[src/rtl/cmd_frame_pkg.sv]
// Shared types and constants for the command frame receiver.
package cmd_frame_pkg;

  typedef enum logic [2:0] {
    ST_IDLE,
    ST_CMD,
    ST_LEN,
    ST_PAYLOAD,
    ST_CHECK
  } state_t;

  localparam logic [1:0] ERR_NONE    = 2'b00;
  localparam logic [1:0] ERR_CRC     = 2'b01;
  localparam logic [1:0] ERR_LEN     = 2'b10;
  localparam logic [1:0] ERR_TIMEOUT = 2'b11;

  localparam logic [7:0] DEFAULT_HEADER = 8'hA5;

endpackage

[src/rtl/frame_timeout_cnt.sv]
// Inter-byte idle counter: clears on demand, counts while enabled and
// flags the terminal count TIMEOUT_CYC-1.
module frame_timeout_cnt #(
  parameter int TIMEOUT_CYC = 100000
) (
  input  logic clk,
  input  logic rst,
  input  logic clr,
  input  logic en,
  output logic tc
);

  localparam int W = $clog2(TIMEOUT_CYC);
  localparam logic [W-1:0] TC_VAL = W'(TIMEOUT_CYC - 1);

  logic [W-1:0] cnt_reg;

  // Saturates at the terminal count so the flag stays stable until cleared.
  always_ff @(posedge clk) begin
    if (rst) begin
      cnt_reg <= '0;
    end else if (clr) begin
      cnt_reg <= '0;
    end else if (en && !tc) begin
      cnt_reg <= cnt_reg + W'(1);
    end
  end

  assign tc = (cnt_reg == TC_VAL);

endmodule

[src/rtl/cmd_frame_parser.sv]
// Byte-level command frame receiver: delimits frames, steers the external
// crc8, buffers the payload and releases it only on a CRC match.
module cmd_frame_parser
  import cmd_frame_pkg::*;
#(
  parameter int         MAX_LEN     = 8,
  parameter int         TIMEOUT_CYC = 100000,
  parameter logic [7:0] HEADER      = DEFAULT_HEADER
) (
  input  logic                 clk,
  input  logic                 rst,
  input  logic [7:0]           rx_data,
  input  logic                 rx_valid,
  output logic                 crc_en,
  output logic                 crc_clr,
  output logic [7:0]           crc_data,
  input  logic [7:0]           crc_value,
  output logic                 cmd_valid,
  output logic [7:0]           cmd_id,
  output logic [3:0]           cmd_len,
  output logic [MAX_LEN*8-1:0] cmd_payload,
  output logic                 frame_err,
  output logic [1:0]           err_code
);

  state_t state_reg, state_next;

  logic [7:0]           id_reg;
  logic [3:0]           len_reg;
  logic [3:0]           idx_reg;
  logic [MAX_LEN*8-1:0] pay_flat;

  logic                 cmd_valid_reg;
  logic [7:0]           cmd_id_reg;
  logic [3:0]           cmd_len_reg;
  logic [MAX_LEN*8-1:0] cmd_payload_reg;
  logic                 frame_err_reg;
  logic [1:0]           err_code_reg;

  logic       len_load;
  logic       pay_wr;
  logic       ok_next;
  logic       err_next;
  logic [1:0] err_code_next;
  logic       tmo_tc;
  logic       tmo_hit;

  frame_timeout_cnt #(
    .TIMEOUT_CYC(TIMEOUT_CYC)
  ) u_timeout (
    .clk (clk),
    .rst (rst),
    .clr (rx_valid || (state_reg == ST_IDLE)),
    .en  (state_reg != ST_IDLE),
    .tc  (tmo_tc)
  );

  // A byte arriving on the terminal cycle takes priority over the timeout.
  assign tmo_hit  = tmo_tc && !rx_valid && (state_reg != ST_IDLE);
  assign crc_data = rx_data;

  always_comb begin
    state_next    = state_reg;
    crc_en        = 1'b0;
    crc_clr       = 1'b0;
    len_load      = 1'b0;
    pay_wr        = 1'b0;
    ok_next       = 1'b0;
    err_next      = 1'b0;
    err_code_next = ERR_NONE;
    case (state_reg)
      ST_IDLE: begin
        crc_clr = 1'b1;
        if (rx_valid && (rx_data == HEADER)) state_next = ST_CMD;
      end
      ST_CMD: begin
        if (rx_valid) begin
          crc_en     = 1'b1;
          state_next = ST_LEN;
        end
      end
      ST_LEN: begin
        if (rx_valid) begin
          crc_en = 1'b1;
          if (rx_data > 8'(MAX_LEN)) begin
            err_next      = 1'b1;
            err_code_next = ERR_LEN;
            state_next    = ST_IDLE;
          end else begin
            len_load   = 1'b1;
            state_next = (rx_data == 8'd0) ? ST_CHECK : ST_PAYLOAD;
          end
        end
      end
      ST_PAYLOAD: begin
        if (rx_valid) begin
          crc_en = 1'b1;
          pay_wr = 1'b1;
          if (idx_reg == len_reg - 4'd1) state_next = ST_CHECK;
        end
      end
      ST_CHECK: begin
        // crc_value already folds in the last payload byte here.
        if (rx_valid) begin
          if (rx_data == crc_value) begin
            ok_next = 1'b1;
          end else begin
            err_next      = 1'b1;
            err_code_next = ERR_CRC;
          end
          state_next = ST_IDLE;
        end
      end
      default: state_next = ST_IDLE;
    endcase
    if (tmo_hit) begin
      err_next      = 1'b1;
      err_code_next = ERR_TIMEOUT;
      state_next    = ST_IDLE;
    end
  end

  always_ff @(posedge clk) begin
    if (rst) begin
      state_reg       <= ST_IDLE;
      id_reg          <= '0;
      len_reg         <= '0;
      idx_reg         <= '0;
      cmd_valid_reg   <= 1'b0;
      cmd_id_reg      <= '0;
      cmd_len_reg     <= '0;
      cmd_payload_reg <= '0;
      frame_err_reg   <= 1'b0;
      err_code_reg    <= ERR_NONE;
    end else begin
      state_reg     <= state_next;
      cmd_valid_reg <= ok_next;
      frame_err_reg <= err_next;
      if (err_next) err_code_reg <= err_code_next;
      if ((state_reg == ST_CMD) && rx_valid) id_reg <= rx_data;
      if (len_load) begin
        len_reg <= rx_data[3:0];
        idx_reg <= '0;
      end else if (pay_wr) begin
        idx_reg <= idx_reg + 4'd1;
      end
      if (ok_next) begin
        cmd_id_reg      <= id_reg;
        cmd_len_reg     <= len_reg;
        cmd_payload_reg <= pay_flat;
      end
    end
  end

  // Shadow payload: cleared at each LEN byte so unused slots read as zero.
  for (genvar gi = 0; gi < MAX_LEN; gi++) begin : g_pay
    logic [7:0] byte_reg;
    always_ff @(posedge clk) begin
      if (rst || len_load) begin
        byte_reg <= '0;
      end else if (pay_wr && (idx_reg == 4'(gi))) begin
        byte_reg <= rx_data;
      end
    end
    assign pay_flat[8*gi +: 8] = byte_reg;
  end

  assign cmd_valid   = cmd_valid_reg;
  assign cmd_id      = cmd_id_reg;
  assign cmd_len     = cmd_len_reg;
  assign cmd_payload = cmd_payload_reg;
  assign frame_err   = frame_err_reg;
  assign err_code    = err_code_reg;

endmodule

[config.mk]
export PLATFORM = sky130hd
export DESIGN_NAME = cmd_frame_parser
export DESIGN_NICKNAME = d
export VERILOG_FILES = /design/src/rtl/cmd_frame_pkg.sv /design/src/rtl/frame_timeout_cnt.sv /design/src/rtl/cmd_frame_parser.sv
export SDC_FILE = /design/constraint.sdc
export NUM_CORES = 1
export LEC_CHECK = 0
export CAP_MARGIN = 5
export CORE_MARGIN = 5
export CORE_UTILIZATION = 53
export CTS_BUF_LIST = sky130_fd_sc_hd__clkbuf_4
export CTS_CLUSTER_SIZE = 40
export DETAILED_ROUTE_END_ITERATION = 8
export GPL_ROUTABILITY_DRIVEN = 0
export HOLD_SLACK_MARGIN = 0.1
export PLACE_DENSITY = 0.79
export SETUP_SLACK_MARGIN = 0.3
export SYNTH_ARGS = -nofsm -noshare
export SYNTH_HDL_FRONTEND = slang
export SYNTH_SLANG_ARGS = --single-unit
[constraint.sdc]
create_clock -name clk -period 2.6 [get_ports clk]
set_input_delay 0.52 -clock clk [delete_from_list [all_inputs] [get_ports clk]]
set_output_delay 0.52 -clock clk [all_outputs]
set_load 0.03 [all_outputs]
==> flow_metrics.env, run 1 <==
export IMPL_finalCriticalPeriod_ns=2.22
export IMPL_criticalPathCategory="reg2out"
export IMPL_start_util_pct=53.8
export IMPL_gr_total_overflow=0
export IMPL_crit_arrival_ns=1.70
export IMPL_cts_made_buffers=17
export IMPL_whs_ns=0.382
export IMPL_synth_edf_count=0
export IMPL_ios=109
export IMPL_cts_tree="done"
export IMPL_finClkSkew_ns=0.0157
export IMPL_worst_setup_path_end_kind="primary output"
export IMPL_avgSynthCellArea_um2=8.93
export IMPL_dp_hpwl_um=11000
export IMPL_track_usage_pct=20.1
export IMPL_seq_area_frac_synth_pct=50.7
export IMPL_fp_dieW_um=126
export IMPL_cts_sinks=180
export IMPL_ir_drop_mv=0.308
export IMPL_slew_violations=0
export IMPL_grt_pass1_vias=5244
export IMPL_clk_latency_ns=0.56
export IMPL_fin_area_mm2=0.00868
export IMPL_core_region_area_mm2=0.0132
export IMPL_synth_xor_area_share_pct=3.82
export IMPL_wl_per_cell_um=14.7
export IMPL_status="finished, final reports clean"
export IMPL_worstPathMaxFanout=9
export IMPL_vias_per_cell=5.22
export IMPL_synth_area_mm2=0.00710
export IMPL_path_cells="or3_1, inv_2, clkbuf_4"
export IMPL_synthFlopType="dfxtp_1"
export IMPL_rows=42
export IMPL_fin_crit_sh_pct=85.4
export IMPL_antenna_left=0
export IMPL_synth_top_family_by_area="simple AND/OR/NAND/NOR gates"
export IMPL_fmax_mhz=450
export IMPL_synthMuxAreaShare_pct=11.4
export IMPL_drive_gt1_share_pct=8.31
export IMPL_drt_first_pass_iters=5
export IMPL_layout_nets=915
export IMPL_area_delta_synth_final_pct=22.2
export IMPL_root_buffer="clkbuf_4"
export IMPL_synthesis_nets=820
export IMPL_cts_buffer_depth=2
export IMPL_synth_cells=795
export IMPL_synth_async_reset_ratio_pct=0
export IMPL_drt_wl_total_um=15900
export IMPL_crit_slowest_cell="or3_1"
export IMPL_p_leak_nw=3.60
export IMPL_slew_headroom_pct=36.1
export IMPL_synthAdderAreaFrac_pct=1.06
export IMPL_critPathBufInv=2
export IMPL_drcViolationCount=0
export IMPL_fill_cells=1075
export IMPL_powerDensity_mw_per_mm2=505
export IMPL_tightest_slew_ns=0.958
export IMPL_dieHeight_um=126
export IMPL_die_area_mm2=0.0158
export IMPL_grt_pass1_wl_um=26200
export IMPL_synth_compound_area_share_pct=7.68
export IMPL_synth_simple_area_share_pct=20.2
export IMPL_critical_path_startpoint_type="register"
export IMPL_placed_area_mm2=0.00842
export IMPL_slowest_delay_ns=0.43
export IMPL_hold_viol_final=0
export IMPL_clkTransAtPathRegs_ns=0.12
export IMPL_min_path_type="in2reg"
export IMPL_setup_viol=0
export IMPL_h_tree_depth=4
export IMPL_synth_seq_cells=180
export IMPL_timing_max_cap_violations=0
export IMPL_synth_cell_types=42
export IMPL_drtIter0Drc=369
export IMPL_vias=5636
export IMPL_portBuffers=108
export IMPL_grt_start_max_net_pins=93
export IMPL_rsz0062_at_grt="true"
export IMPL_path_delay_family="simple AND/OR/NAND/NOR gates"
export IMPL_yosysWarningCount=0
export IMPL_crit_required_ns=2.08
export IMPL_grt_antenna_before_repair=1
worst paths after layout:
| check | endpoint | depth (start not counted) | from | slack, ns |
|---|---|---|---|---|
| max reg2reg | state_reg[0] | 4 | u_timeout.cnt_reg[13] | 0.53 |
| min reg2reg | g_pay[6].byte_reg[0] | 2 | g_pay[6].byte_reg[0] | 0.46 |
| min | state_reg[2] | 4 | rst | 0.38 |
| max | crc_clr | 3 | state_reg[2] | 0.38 |
stage by stage:
| stage | power, mW | worst slack (ns) | TNS [ns] | util (%) | instances |
|---|---|---|---|---|---|
| 3_3_place_gp | 2.99 | -0.0457 | -2.64 | 63.8 | 1047 |
| 4_1_cts | 4.41 | 0.313 | 0 | 65.7 | 1079 |
| 5_1_grt | 4.53 | 0.258 | 0 | 65.8 | 1080 |
| 3_5_place_dp | 2.99 | -0.0776 | -4.56 | 63.8 | 1047 |
| 2_1_floorplan | 2.92 | 0.430 | 0 | - | 795 |
| 6_report | 4.38 | 0.380 | 0 | 65.8 | 1080 |
cell families (layout without fill, tap and decap cells):
kind of cell,after synthesis,in the layout
AND/OR/NAND/NOR,325,325
flip-flops,180,180
AO/OA/AOI/OAI,99,99
multiplexers,81,81
buffers and inverters,73,181
XOR/XNOR,31,31
adder cells (fa/ha/maj),6,6
other,0,1
power breakdown:
group	internal (mW)	switching [mW]
Combinational	0.0622	0.115
Clock	0.556	0.892
Sequential	2.76	0.0000651
Total	3.38	1.01
worst reg2reg max path: stages (launching register included):
cell and delay (ns):
dfxtp_1 0.37, nor4bb_1 0.40, nand3_1 0.35, or4_4 0.61, a41o_1 0.24
layout by cell type, fill, tap and decap left out, drive strengths merged, types with 9 or more instances in the layout:
cell           count
nand2            134
a21oi             77
xnor2              9
buf               39
clkinv            10
mux2i             81
dfxtp            180
clkbuf            19
xor2              22
inv               13
clkdlybuf4s50     96
nor2             105
nand3             37
area by class of cell:
type	count	area (µm²)	share of cell area [%]
Antenna cell	1	2.50	0.0288
Clock buffer	18	135	1.56
Clock inverter	14	118	1.36
Inverter	12	45.0	0.519
Multi-Input combinational cell	542	3160	36.4
Sequential cell	180	3600	41.5
Tap cell	176	220	2.54
Timing Repair Buffer	137	1390	16.0
synth_stat cells, types with 2 or more instances:
master       n  area share [%]
dfxtp_1    180              51
nand2_1    133             7.0
nor2_1     105             5.6
mux2i_1     81              11
a21oi_1     77             5.4
nand3_1     37             2.6
clkbuf_1    35             1.9
xor2_1      22             2.7
buf_2       14            0.99
inv_1       12            0.63
xnor2_1      9             1.1
buf_4        8            0.85
nand4_1      7            0.62
and2_1       6            0.53
and3_1       6            0.53
ha_1         6             1.1
nor4_1       6            0.53
o21ai_0      6            0.42
or3_1        5            0.44
a31oi_1      4            0.35
nor3_1       4            0.28
buf_8        3            0.63
nand3b_1     3            0.32
o2111ai_1    3            0.37
o211ai_1     3            0.32
or4_4        3            0.48
or4_1        2            0.21
per-layer routing:
layer  share of wire, %  global-route usage [%]  up-vias
met4                1.5                    6.44        0
met2                 48                    32.8      137
met3                5.8                    5.12       18
met1                 44                    26.3     2629
met5                  0                       0        -
li1                   -                       -     2852
what timing repair did:
action	4_1_cts	5_1_grt
hold buffers	0	0
resized for setup	6	4
gates cloned	0	0
setup buffers	0	0
endpoints found under the setup margin	2	4
No activity file was read; power rests on OpenSTA's default activity.
==> run 2, diff against run 1 <==
--- a/config.mk
+++ b/config.mk
@@ -13,8 +13,9 @@
 export DETAILED_ROUTE_END_ITERATION = 8
 export GPL_ROUTABILITY_DRIVEN = 0
 export HOLD_SLACK_MARGIN = 0.1
-export PLACE_DENSITY = 0.79
+export PLACE_DENSITY = 0.78
 export SETUP_SLACK_MARGIN = 0.3
 export SYNTH_ARGS = -nofsm -noshare
 export SYNTH_HDL_FRONTEND = slang
+export SYNTH_HIERARCHICAL = 1
 export SYNTH_SLANG_ARGS = --single-unit
==> run 2 against run 1 <==
Worst hold slack improved by 0.053 ns. Cell area increased by 1.7%. Via count rose by 3.5%. Critical path depth grew 1. Core utilization grew 0.58 points. Synthesized cell count up 0.38%. Global-route usage is 1.5 points higher. Total power up 11%. Worst setup slack lost 0.040 ns. Critical path type unchanged. Largest cell class unchanged. Highest routed layer unchanged.
==> flow_metrics.env, run 2 <==
export IMPL_antenna_left=0
export IMPL_r2r_cells=8
export IMPL_start_util_pct=54.4
export IMPL_yosysMostFrequentCell="dfxtp_1"
export IMPL_synth_cell_types=50
export IMPL_fmax_mhz=443
export IMPL_grt_pass1_wl_um=28200
export IMPL_placed_cells=1051
export IMPL_synthTopCellsByCount="dfxtp_1, nand2_1, nor2_1"
export IMPL_yosysWarningCount=6
export IMPL_critical_path_startpoint_type="register"
export IMPL_hold_depth=2
export IMPL_grt_antenna_before_repair=0
export IMPL_synth_edf_count=0
export IMPL_vias=5833
export IMPL_min_path_type="in2reg"
export IMPL_worst_setup_path_end_kind="primary output"
export IMPL_fp_dieW_um=127
export IMPL_ios=109
export IMPL_synth_seq_cells=180
export IMPL_synth_cells=798
export IMPL_cts_hold_buf=0
export IMPL_drt_first_pass_iters=5
export IMPL_regToRegEndpoint="state_reg[0]"
export IMPL_grt_pass1_vias=5729
export IMPL_crit_arrival_ns=1.74
export IMPL_core_region_area_mm2=0.0133
export IMPL_grt_start_max_net_pins=68
export IMPL_cts_sinks=180
export IMPL_final_cells=1083
export IMPL_slew_headroom_pct=56.7
export IMPL_synthesis_nets=823
export IMPL_layout_common_cells="dfxtp_1, nand2_1, nor2_1"
export IMPL_avgSynthCellArea_um2=9.07
export IMPL_clkTransAtPathRegs_ns=0.13
export IMPL_synthFlopType="dfxtp_1"
export IMPL_timing_max_cap_violations=0
export IMPL_drt_wl_total_um=17100
export IMPL_dp_hpwl_um=12200
export IMPL_portBuffers=108
export IMPL_drive_gt1_share_pct=9.92
export IMPL_seq_area_frac_synth_pct=49.8
export IMPL_cts_tree="done"
export IMPL_fin_crit_sh_pct=86.9
export IMPL_slew_violations=0
export IMPL_vias_per_cell=5.39
export IMPL_rows=42
export IMPL_ir_drop_mv=0.501
export IMPL_min_to="cmd_payload[3]"
export IMPL_synth_area_mm2=0.00723
export IMPL_cts_buffer_depth=2
export IMPL_synth_area_leader_cell="dfxtp_1"
export IMPL_finalSetupTns_ns=0
export IMPL_cts_made_buffers=17
export IMPL_h_tree_depth=4
export IMPL_synth_async_reset_ratio_pct=0
export IMPL_dieHeight_um=127
export IMPL_setup_viol=0
export IMPL_track_usage_pct=21.6
export IMPL_area_delta_synth_final_pct=22.0
export IMPL_crit_required_ns=2.08
export IMPL_post_cts_setup_buffers=0
export IMPL_drcViolationCount=0
export IMPL_clk_latency_ns=0.57
export IMPL_power_mw=4.87
export IMPL_min_from="rst"
export IMPL_reg2reg_setup_slack_ns=0.46
export IMPL_p_leak_nw=3.69
export IMPL_powerDensity_mw_per_mm2=551
export IMPL_die_area_mm2=0.0161
export IMPL_rsz0062_at_grt="true"
export IMPL_criticalPathCategory="reg2out"
export IMPL_root_buffer="clkbuf_4"
export IMPL_finalCriticalPeriod_ns=2.26
export IMPL_finClkSkew_ns=0.0149
export IMPL_drtIter0Drc=345
export IMPL_num_antenna_cells=0
export IMPL_synthTopCellsByArea="dfxtp_1, mux2i_1, nand2_1"
export IMPL_status="finished, final reports clean"
export IMPL_hold_viol_final=0
export IMPL_mostFrequentLayoutCell="dfxtp_1"
export IMPL_reg2reg_from="u_timeout/cnt_reg[0]"
export IMPL_gr_total_overflow=0
export IMPL_worstPathMaxFanout=10
export IMPL_wl_per_cell_um=15.8
export IMPL_tightest_slew_ns=0.650
export IMPL_fill_cells=1067
export IMPL_synth_top_area_share_pct=49.8
export IMPL_layout_nets=919
-- run 2: cell count changes after synthesis, moves of 5 or more --
cell	previous run	this run
clkbuf_1	35	25
mux2i_1	81	91
nand2_1	133	124
buf_2	14	19
buf_4	8	13
inv_1	12	7
o21ai_1	0	5
xor2_1	22	17
-- run 2: logic make-up (layout without fill, tap and decap cells) --
family,count (synthesis),after routing,synth area share [%]
DFF,180,180,49.8
xor gates and xnor gates,23,23,2.78
adders and majority gates,7,7,1.18
and+or+nand+nor,321,321,20.3
muxes,91,91,12.6
buffers and inverters,68,177,4.95
AOI/OAI and AO/OA,108,108,8.44
-- run 2: worst max-delay path, cell delays in order (launching register included) --
cell and delay (ns):
dfxtp_2 0.48, or2_1 0.21, nand2_1 0.07, nor2_1 0.10, clkdlybuf4s15_2 0.32
-- run 2: worst max path at each step --
| stage | startpoint | end | slack, ns | cells after the start |
|---|---|---|---|---|
| 2_1_floorplan | rx_data[4] | g_pay[4].byte_reg[4] | 0.52 | 8 |
| 3_3_place_gp | rx_data[5] | idx_reg[0] | 0.09 | 7 |
| 5_1_grt | u_timeout/cnt_reg[0] | state_reg[2] | 0.22 | 8 |
| 4_1_cts | state_reg[2] | crc_clr | 0.31 | 2 |
| 3_5_place_dp | rx_data[5] | g_pay[6].byte_reg[1] | 0.0007 | 7 |
| 6_report | state_reg[0] | crc_en | 0.34 | 4 |
-- run 2: cell type report --
| class | instances | area (µm²) | area share (%) |
|---|---|---|---|
| multi-input cells | 550 | 3300 | 37.4 |
| clock buffers | 18 | 135 | 1.53 |
| well taps | 176 | 220 | 2.50 |
| inverters | 7 | 26.3 | 0.298 |
| clock inverters | 14 | 208 | 2.35 |
| repair buffers | 138 | 1330 | 15.0 |
| flip-flops and latches | 180 | 3610 | 40.9 |
-- run 2: through the flow --
stage	utilization (%)	cell area (µm²)	hold slack [ns]	worst slack (ns)
after floorplan	-	7240	0.433	0.522
after global placement	63.8	8480	0.440	0.0906
after detailed placement	63.8	8480	0.451	0.000672
after CTS	66.4	8830	0.402	0.307
after global routing	66.4	8820	0.422	0.217
final	66.4	8820	0.435	0.340
-- run 2: power breakdown --
group          internal [mW]  total (mW)  switching (mW)
clock network          0.868        1.80           0.936
registers               2.77        2.78          0.0150
logic                  0.101       0.282           0.181
total                   3.73        4.87            1.13
-- run 2: metal layers --
| metal | routed length, µm | track usage, % | up-vias | share of wire [%] |
|---|---|---|---|---|
| met3 | 922 | 5.09 | 37 | 5.4 |
| met4 | 399 | 8.33 | 0 | 2.3 |
| met1 | 7450 | 26.9 | 2738 | 43 |
| met5 | 0 | 0 | - | 0 |
| li1 | - | - | 2885 | - |
| met2 | 8360 | 36.4 | 173 | 49 |
-- run 2: timing repair --
item / 4_1_cts / 5_1_grt
resized for setup: 6 / 3
pin swaps: 0 / 0
setup endpoints to repair: 2 / 8
